--- config.mk ---
export PLATFORM = sky130hd
export DESIGN_NAME = debounce_pulse_gen
export DESIGN_NICKNAME = d
export VERILOG_FILES = /design/src/rtl/debounce_pkg.sv /design/src/rtl/bit_synchronizer.sv /design/src/rtl/debounce_pulse_gen.sv
export SDC_FILE = /design/constraint.sdc
export NUM_CORES = 1
export LEC_CHECK = 0
export BUFFER_PORTS_ARGS = -buffer_cell sky130_fd_sc_hd__buf_2
export CAP_MARGIN = 15
export CORE_AREA = 2 2 39 41
export CTS_CLUSTER_DIAMETER = 120
export DETAILED_ROUTE_END_ITERATION = 8
export DIE_AREA = 0 0 41 43
export GPL_TIMING_DRIVEN = 0
export PLACE_DENSITY_LB_ADDON = 0.1
export SETUP_SLACK_MARGIN = 0.02
export SLEW_MARGIN = 15
export SYNTH_ARGS = -nofsm -noshare
export SYNTH_HDL_FRONTEND = slang
export SYNTH_SLANG_ARGS = --single-unit
--- constraint.sdc ---
create_clock -name clk -period 1.4 [get_ports clk]
set_input_delay 0.14 -clock clk [delete_from_list [all_inputs] [get_ports clk]]
set_output_delay 0.14 -clock clk [all_outputs]
set_load 0.1 [all_outputs]
--- src/rtl/debounce_pkg.sv ---
// debounce_pkg: shared types and default timing for debounce_pulse_gen.
//   state_t        : debounce FSM state encoding
//   DEF_SYNC_STAGES, DEF_STABLE_CYCLES, DEF_REPEAT_CYCLES : default parameters
package debounce_pkg;

  typedef enum logic [1:0] {
    IDLE_LOW  = 2'd0,
    WAIT_HIGH = 2'd1,
    IDLE_HIGH = 2'd2,
    WAIT_LOW  = 2'd3
  } state_t;

  localparam int DEF_SYNC_STAGES   = 2;
  localparam int DEF_STABLE_CYCLES = 4;
  localparam int DEF_REPEAT_CYCLES = 6;

  function automatic int max2(input int a, input int b);
    return (a > b) ? a : b;
  endfunction

endpackage

--- src/rtl/bit_synchronizer.sv ---
// bit_synchronizer: multi-flop synchroniser for a single asynchronous bit.
//   clk     : sampling clock
//   reset_n : synchronous active-low reset, clears every stage
//   d       : asynchronous input
//   q       : synchronised output (last stage)
module bit_synchronizer #(
  parameter int STAGES = 2
) (
  input  logic clk,
  input  logic reset_n,
  input  logic d,
  output logic q
);

  logic [STAGES-1:0] r_sync;

  always_ff @(posedge clk) begin
    if (!reset_n) r_sync <= '0;
    else          r_sync <= {r_sync[STAGES-2:0], d};
  end

  assign q = r_sync[STAGES-1];

endmodule

--- src/rtl/debounce_pulse_gen.sv ---
// debounce_pulse_gen: synchronises and debounces a raw button, producing a
// clean level and a one-clock press pulse for a counter enable.
//   clk        : system clock
//   reset_n    : synchronous active-low reset
//   btn_in     : raw asynchronous button, active high
//   level_out  : debounced registered level
//   enable_out : registered one-cycle pulse per accepted press
// Optional: define DEBOUNCE_AUTOREPEAT_EN to emit a repeat pulse every
// REPEAT_CYCLES clocks while the button stays held.
module debounce_pulse_gen
  import debounce_pkg::*;
#(
  parameter int SYNC_STAGES   = DEF_SYNC_STAGES,
  parameter int STABLE_CYCLES = DEF_STABLE_CYCLES,
  parameter int REPEAT_CYCLES = DEF_REPEAT_CYCLES
) (
  input  logic clk,
  input  logic reset_n,
  input  logic btn_in,
  output logic level_out,
  output logic enable_out
);

  localparam int CNT_MAX = max2(STABLE_CYCLES, REPEAT_CYCLES);
  localparam int CNT_W   = $clog2(CNT_MAX + 1);

  localparam logic [CNT_W-1:0] STABLE_LAST = CNT_W'(STABLE_CYCLES - 1);
  localparam logic [CNT_W-1:0] CNT_SAT     = CNT_W'(CNT_MAX);
  localparam logic [CNT_W-1:0] CNT_ONE     = CNT_W'(1);

  logic             w_sync_q;
  state_t           r_state, w_state_nxt;
  logic [CNT_W-1:0] r_cnt, w_cnt_nxt, w_cnt_inc;
  logic             r_level, w_level_nxt;
  logic             r_en, w_en_nxt;

  bit_synchronizer #(.STAGES(SYNC_STAGES)) u_sync (
    .clk     (clk),
    .reset_n (reset_n),
    .d       (btn_in),
    .q       (w_sync_q)
  );

  // saturating increment, never wraps
  assign w_cnt_inc = (r_cnt == CNT_SAT) ? r_cnt : r_cnt + CNT_ONE;

  always_comb begin
    w_state_nxt = r_state;
    w_cnt_nxt   = r_cnt;
    w_en_nxt    = 1'b0;
    case (r_state)
      IDLE_LOW: begin
        if (w_sync_q) begin
          w_state_nxt = WAIT_HIGH;
          w_cnt_nxt   = CNT_ONE;
        end else begin
          w_cnt_nxt   = '0;
        end
      end
      WAIT_HIGH: begin
        if (!w_sync_q) begin
          w_state_nxt = IDLE_LOW;
          w_cnt_nxt   = '0;
        end else if (r_cnt == STABLE_LAST) begin
          w_state_nxt = IDLE_HIGH;
          w_cnt_nxt   = '0;
          w_en_nxt    = 1'b1;
        end else begin
          w_cnt_nxt   = w_cnt_inc;
        end
      end
      IDLE_HIGH: begin
        if (!w_sync_q) begin
          w_state_nxt = WAIT_LOW;
          w_cnt_nxt   = CNT_ONE;
        end else begin
`ifdef DEBOUNCE_AUTOREPEAT_EN
          if (r_cnt == CNT_W'(REPEAT_CYCLES - 1)) begin
            w_en_nxt  = 1'b1;
            w_cnt_nxt = '0;
          end else begin
            w_cnt_nxt = w_cnt_inc;
          end
`else
          w_cnt_nxt = '0;
`endif
        end
      end
      WAIT_LOW: begin
        if (w_sync_q) begin
          // bounce back to held: repeat timing restarts from zero
          w_state_nxt = IDLE_HIGH;
          w_cnt_nxt   = '0;
        end else if (r_cnt == STABLE_LAST) begin
          w_state_nxt = IDLE_LOW;
          w_cnt_nxt   = '0;
        end else begin
          w_cnt_nxt   = w_cnt_inc;
        end
      end
      default: begin
        w_state_nxt = IDLE_LOW;
        w_cnt_nxt   = '0;
      end
    endcase
  end

  // level follows the stable side of the next state, so it changes on the
  // same edge the qualification completes
  assign w_level_nxt = (w_state_nxt == IDLE_HIGH) || (w_state_nxt == WAIT_LOW);

  always_ff @(posedge clk) begin
    if (!reset_n) begin
      r_state <= IDLE_LOW;
      r_cnt   <= '0;
      r_level <= 1'b0;
      r_en    <= 1'b0;
    end else begin
      r_state <= w_state_nxt;
      r_cnt   <= w_cnt_nxt;
      r_level <= w_level_nxt;
      r_en    <= w_en_nxt;
    end
  end

  assign level_out  = r_level;
  assign enable_out = r_en;

endmodule

Yosys cells after proc, flatten, opt, wreduce, memory -nomap -nowiden --
Index checks and enable logic that the tools add are counted.
Storage, ports and cells: bits in registers 9, bits of input ports 3, output and inout bits 2, logic and storage cells 31
Cells by class: add/sub/neg operators 1, equal/unequal tests 7, muxes and demuxes 15, reductions and logical operators 3
Operator list (count):
- 2-to-1 mux 2 bit | 6
- 2-to-1 mux 3 bit | 4
- one-hot mux 3 bit (4 select lines) | 1
- equality test 2 bit (second input constant) | 4
- one-hot mux 2 bit (4 select lines) | 1
- adder 3 x 1 -> 3 bit (second input constant) | 1
- equality test 3 x 2 -> 1 bit (second input constant) | 1
- equality test 3 bit (second input constant) | 1
- 2-to-1 mux 1 bit | 3
- AND reduction 3 bit | 1
- equality test 2 x 1 -> 1 bit (second input constant) | 1
- zero test 2 bit | 1
- logical OR 1 bit | 1

Longest topological paths before layout --
Gate-level depths: netlist of the first run.
word-level depth 6, depth in mapped cells 5, mapped depth without buffers 5

By module --
Synthesis of the first run repeated with hierarchy kept, for this count alone.
Second synthesis, totals: cell total of the unflattened synthesis 29, area total of the unflattened synthesis 307.8 um2
By module, submodules not included:
- debounce_pulse_gen | times used 1, cells an instance 25, area an instance 255.2 um2, sequential area each 120.1 um2
- bit_synchronizer | times used 1, cells an instance 4, area an instance 52.6 um2, sequential area each 40.0 um2

Worst setup path before layout of the first run --
Ideal clock, no wire load.
kind reg2reg, start point register r_state[1], end point register r_cnt[0], setup time 120 ps, arrival time 1477 ps, data required time 1280 ps, setup slack -197 ps, stages on the path, launching flop included 4, buffers on the path 0, period minus slack after synthesis 1597 ps, cell sequence dfxtp_1 -> xor2_1 -> and3_1 -> a21boi_2
Between the ends: word-level cells in the longest chain between the ends 2, elaborated cells between the ends (all ways) 5, classes of those cells eq/ne (3); mux (1); reduce/logical (1)
Ends and longest elaborated chain:
- start, declared | line debounce_pulse_gen.sv:32 | state_t r_state, w_state_nxt;
- start signal, assigned | line debounce_pulse_gen.sv:119 | r_state <= w_state_nxt;
- equality test 2 bit, or another cell as far along | line debounce_pulse_gen.sv:51 | case (r_state)
- one-hot mux 3 bit (4 select lines) * | line debounce_pulse_gen.sv:51
- end signal, assigned | line debounce_pulse_gen.sv:120 | r_cnt <= w_cnt_nxt;
- end, declared | line debounce_pulse_gen.sv:33 | logic [CNT_W-1:0] r_cnt, w_cnt_nxt, w_cnt_inc;
Every way passes the cells marked *; elsewhere a longest branch is shown, timed or not. A chain may end at the register's enable or synchronous reset.

Final worst setup path of the first run --
start point register r_cnt[0], end point register r_cnt[0]
Between the ends: word-level cells in the longest chain between the ends 5, elaborated cells between the ends (all ways) 8, classes of those cells add/sub (1); eq/ne (2); mux (5)
Ends and longest elaborated chain:
- adder 3 x 1 -> 3 bit / equality test 3 bit (equally long branches) | line debounce_pulse_gen.sv:45 | assign w_cnt_inc = (r_cnt == CNT_SAT) ? r_cnt : r_cnt + CNT_ONE;
- 2-to-1 mux 3 bit | line debounce_pulse_gen.sv:45
- 2-to-1 mux 3 bit * | line debounce_pulse_gen.sv:64, debounce_pulse_gen.sv:94
- 2-to-1 mux 3 bit, on equally long branches | line debounce_pulse_gen.sv:90, debounce_pulse_gen.sv:61
- one-hot mux 3 bit (4 select lines) * | line debounce_pulse_gen.sv:51
Marked as above.

==> impl_metrics.ini, run 1 <==
[outcome]
outcome = complete, no violations

[power_and_ir_drop]
p_int_mw = 0.336
p_total_mw = 0.413
p_clk_share_pct = 40.6
swShare_pct = 18.7
combPwrFrac_pct = 2.4
ir_drop_mv = 0.357
leakagePower_nw = 0.158
p_seq_share_pct = 57.0
powerDensity_mw_per_mm2 = 1110
p_sw_mw = 0.0773

[clock_network]
cts-root-buf = clkbuf_4
clock_latency_ps = 240
postCtsHoldBufs = 0
numCtsBuffers = 3
clkTransAtPathRegs_ps = 50
cts_tree = built
clkSinkCount = 8
clockBufferDepth = 2
cts_resized = 0
cts_max_level = 1
post_cts_buffers = 0

[global_routing]
antenna_found_initial = 0
grt_pass1_vias = 220
grtUsageTotal_pct = 7.66
grt-ovfl-total = 0
grtUsageMet2_pct = 10.9
grt_max_degree = 7
grtUsageMet1_pct = 7.49
grt-busiest-layer = met2
grt_pass1_wl_um = 834
grtUsageMet3_pct = 3.14

[yosys]
synth_adder_area_share_pct = 12.2
yosys_warnings = 0
synth_xor_area_share_pct = 5.69
yosysSeqAreaShare_pct = 52.0
synth_cell_type_count = 14
synth_mux_area_share_pct = 0
synth.avg_cell_area_um2 = 10.6
syn_inst = 29
synth_compound_area_share_pct = 10.2
netlist_area_um2 = 308
synth_top_family_by_area = simple AND/OR/NAND/NOR gates
ys_seq_elements = 8
syn-num-nets = 35
synthSimpleGateAreaFrac_pct = 17.5

[worst_hold_path]
hold_path.class = input port to register
hold_path_depth = 2

[detailed_routing]
vias = 213
drt-initial-drc-count = 1
drt-vias-per-instance = 4.10
first_pass_iters = 2
postRouteAntennaNets = 0
wl_um = 452
wire_per_inst_um = 8.69
post-route-drc-count = 0

[worst_setup_path]
reg2reg_depth = 5
crit_buf_inv = 0
slowest_stage = dfxtp_1
required_ps = 1530
cpPeakStageDelay_ps = 370
cp-end-kind = register
crit_fanout = 4
crit_path_frequent_cell = ha_1
arrival_ps = 1430
crit_family = adder cells
worst-path-stages = 5
start_kind = register
worstPathCellList = ha_1, ha_1, nand2_1, and3_1, a21boi_2
reg2reg_setup_slack_ps = 100
worstSetupPathType = register to register

[final_layout]
layout_commonest_cell = dfxtp_1
drive_above_1_share_pct = 27.8
area_delta_synth_final_pct = 20.7
antenna_cells = 0
layout.cells.non_filler = 52
mostFrequentLayoutCells = dfxtp_1 (7), buf_2 (4), nand2_1 (3), ha_1 (3), clkbuf_4 (3)
final_nets = 44

[floorplanning]
initial_utilization_pct = 22.2
die_h_um = 43
coreArea_mm2 = 0.00138
rows = 14
die_area_mm2 = 0.00176
ioPinCount = 5
dieWidth_um = 41

[timing]
fin_skew_ps = 3.45
fin_tns_setup_ps = 0
finalCriticalPeriod_ps = 1300
slew_viol_final = 0
rsz0062_at_grt = no
worst_slack_ps = 96.8
hold_violations = 0
tightest_slew_ps = 483
fin_crit_sh_pct = 93.1
setup_viol = 0
max_slew_margin_pct = 68.0
fmax_mhz = 767

[place]
post-place-ws_ps = 98.5
dp.cells = 49
io_buffers = 4
gp_congestion = 0.657

[job]
max-cap-violations = 0
==> per-stage QoR <==
step,hold slack [ps],area (um2),utilization [%]
floorplan,262,309,-
global placement,348,349,25.2
detailed placement,358,349,25.2
CTS,92.7,372,26.9
global route,121,372,26.9
finish,101,372,26.9
==> path summary, 6_finish.rpt <==
path                                  startpoint                to
worst max register to register          r_cnt[0]          r_cnt[0]
worst min register to register  u_sync.r_sync[0]  u_sync.r_sync[1]
worst max-delay path                    r_cnt[0]          r_cnt[0]
worst min-delay path                      btn_in  u_sync.r_sync[0]
==> flip-flops by register name, summed over array words and instances, names as in the netlist <==
signal / flops
enable_out: 1
r_cnt: 3
r_state: 2
u_sync.r_sync: 2
==> layer usage <==
metal | vias up | wire, um
met5 | - | 0
met4 | 0 | 4
met3 | 2 | 23
met2 | 4 | 228
met1 | 95 | 196
li1 | 112 | -
==> cell families (layout without fill, tap and decap cells) <==
family / Yosys count / after routing
buffers and inverters: 2 / 9
XOR/XNOR: 2 / 2
flip-flops: 8 / 8
AND/OR/NAND/NOR: 11 / 11
adder cells (fa/ha/maj): 3 / 3
AO/OA/AOI/OAI: 3 / 3
==> cell usage after synthesis <==
cell type / instances / area (um2)
nand2_1: 3 / 11.3
nor2_1: 2 / 7.51
a211oi_2: 1 / 12.5
a21boi_2: 1 / 11.3
nand4_1: 1 / 6.26
dfxtp_1: 8 / 160
a21boi_0: 1 / 7.51
inv_1: 2 / 7.51
ha_1: 3 / 37.5
nand3_1: 2 / 10.0
and2_1: 2 / 12.5
xor2_1: 1 / 8.76
and3_1: 1 / 6.26
xnor2_1: 1 / 8.76
==> cell type report <==
class	count	area, um2
Fill cell	152	1010
Sequential cell	8	161
Multi-Input combinational cell	19	140
Clock buffer	3	22.5
Timing Repair Buffer	4	20.0
Tap cell	16	20.0
Inverter	2	7.51
==> power groups by stage <==
| stage | clock [mW] | combinational (mW) | sequential [mW] |
|---|---|---|---|
| after floorplan | 0 | 0.00550 | 0.239 |
| after global placement | 0 | 0.0100 | 0.240 |
| after detailed placement | 0 | 0.0104 | 0.240 |
| after CTS | 0.178 | 0.0103 | 0.235 |
| after global routing | 0.199 | 0.0120 | 0.236 |
| final | 0.167 | 0.00990 | 0.236 |
(Power assumes the default switching activity.)
==> run 2: changes to the inputs <==
--- a/config.mk
+++ b/config.mk
@@ -6,13 +6,13 @@
 export NUM_CORES = 1
 export LEC_CHECK = 0
 export BUFFER_PORTS_ARGS = -buffer_cell sky130_fd_sc_hd__buf_2
-export CAP_MARGIN = 15
+export CAP_MARGIN = 40
 export CORE_AREA = 2 2 39 41
 export CTS_CLUSTER_DIAMETER = 120
 export DETAILED_ROUTE_END_ITERATION = 8
 export DIE_AREA = 0 0 41 43
 export GPL_TIMING_DRIVEN = 0
-export PLACE_DENSITY_LB_ADDON = 0.1
+export PLACE_DENSITY_LB_ADDON = 0.3
 export SETUP_SLACK_MARGIN = 0.02
 export SLEW_MARGIN = 15
 export SYNTH_ARGS = -nofsm -noshare
==> impl_metrics.ini, run 2 (same netlist as run 1, synthesis figures left out) <==
[global_routing]
grt-ovfl-total = 0
grt_max_degree = 7
grtUsageTotal_pct = 5.95
grt_pass1_wl_um = 648
antenna_found_initial = 0
grt_pass1_vias = 181

[timing]
rsz0062_at_grt = no
finalCriticalPeriod_ps = 1260
fin_tns_setup_ps = 0
fin_skew_ps = 0.279
fin_crit_sh_pct = 90.2
slew_viol_final = 0
hold_violations = 0
max_slew_margin_pct = 68.0
whs_ps = 109
tightest_slew_ps = 484
setup_viol = 0
fmax_mhz = 791

[final_layout]
final_util_pct = 27.0
drive_above_1_share_pct = 30.6
ff_latch_area_um2 = 161
layout_commonest_cell = dfxtp_1
top_regs = r_cnt x3, r_state x2, u_sync.r_sync x2
largest_reg_flops = 3
top_register = r_cnt
mostFrequentLayoutCells = dfxtp_1 (7), buf_2 (4), nand2_1 (3), clkbuf_4 (3)
fillerInstances = 149
area_delta_synth_final_pct = 21.5
antenna_cells = 0
final_cell_area_um2 = 374
final_nets = 44
multi_input_area_um2 = 143

[place]
hpwl_um = 310
dpl_cell_area_um2 = 349
gp_congestion = 0.588
io_buffers = 4

[worst_setup_path]
required_ps = 1530
reg2reg_setup_slack_ps = 140
r2r-start = r_cnt[0]
rr_endpoint = r_cnt[0]
crit_fanout = 4
reg2reg_depth = 5
start_kind = register
cp-end-kind = register
arrival_ps = 1400
worstSetupPathType = register to register
crit_start = r_cnt[0]

[floorplanning]
die_area_mm2 = 0.00176
initial_utilization_pct = 22.2
rows = 14
dieWidth_um = 41
coreArea_mm2 = 0.00138
die_h_um = 43
ioPinCount = 5

[detailed_routing]
postRouteAntennaNets = 0
drt-vias-per-instance = 3.87
post-route-drc-count = 0
wl_um = 390
drt-initial-drc-count = 1
vias = 201
first_pass_iters = 2
wire_per_inst_um = 7.50

[clock_network]
clkTransAtPathRegs_ps = 50
numCtsBuffers = 3
postCtsHoldBufs = 0
clkSinkCount = 8
clockBufferDepth = 2
cts_max_level = 1
clock_latency_ps = 240
cts-root-buf = clkbuf_4
cts_tree = built

[power_and_ir_drop]
ir_drop_mv = 0.469
leakagePower_nw = 0.157
powerDensity_mw_per_mm2 = 1100

[worst_hold_path]
hold_path.class = input port to register
min_to = u_sync.r_sync[0]
worstHoldStart = btn_in
hold_path_depth = 2

[job]
max-cap-violations = 0

[outcome]
outcome = complete, no violations
run 2: layout make-up:
cell class	instances	area share, %
inverters	2	2.01
clock buffers	3	6.02
repair buffers	4	5.35
well taps	16	5.35
multi-input cells	19	38.1
flip-flops and latches	8	43.1
run 2: metal layers:
layer | GRT usage [%] | routed length (um) | vias up
met3 | 1.57 | 23 | 0
met4 | 8.00 | 0 | 0
met1 | 7.84 | 205 | 86
li1 | - | - | 111
met2 | 6.25 | 161 | 4
met5 | 0 | 0 | -
run 2: through the flow:
step / setup WS (ps) / power, mW / instances
after floorplan: 153 / 0.245 / 29
after global placement: 108 / 0.250 / 49
after detailed placement: 110 / 0.250 / 49
after CTS: 99.8 / 0.420 / 52
after global routing: 43.0 / 0.434 / 52
final: 137 / 0.413 / 52
run 2: report_power, final:
part	total, mW	internal, mW	switching [mW]
Combinational	0.00996	0.00577	0.00419
Sequential	0.235	0.232	0.00302
Clock	0.168	0.0976	0.0706
run 2: worst max path at each step:
stage                     slack [ps]  cells after the start  endpoint
after floorplan                  150                      3  r_cnt[0]
after global placement           110                      5  r_cnt[0]
after detailed placement         110                      5  r_cnt[0]
after CTS                        100                      5  r_cnt[0]
after global routing              40                      5  r_cnt[0]
final                            140                      5  r_cnt[0]
run 2: critical path, stage by stage (launching register included):
cell	delay [ps]
dfxtp_1	370
ha_1	170
ha_2	210
nand2_1	80
and3_1	190
a21boi_2	140
run 2: repair_timing:
item	CTS	global route
resized for setup	0	1
buffers inserted	0	0
endpoints found under the setup margin	0	1
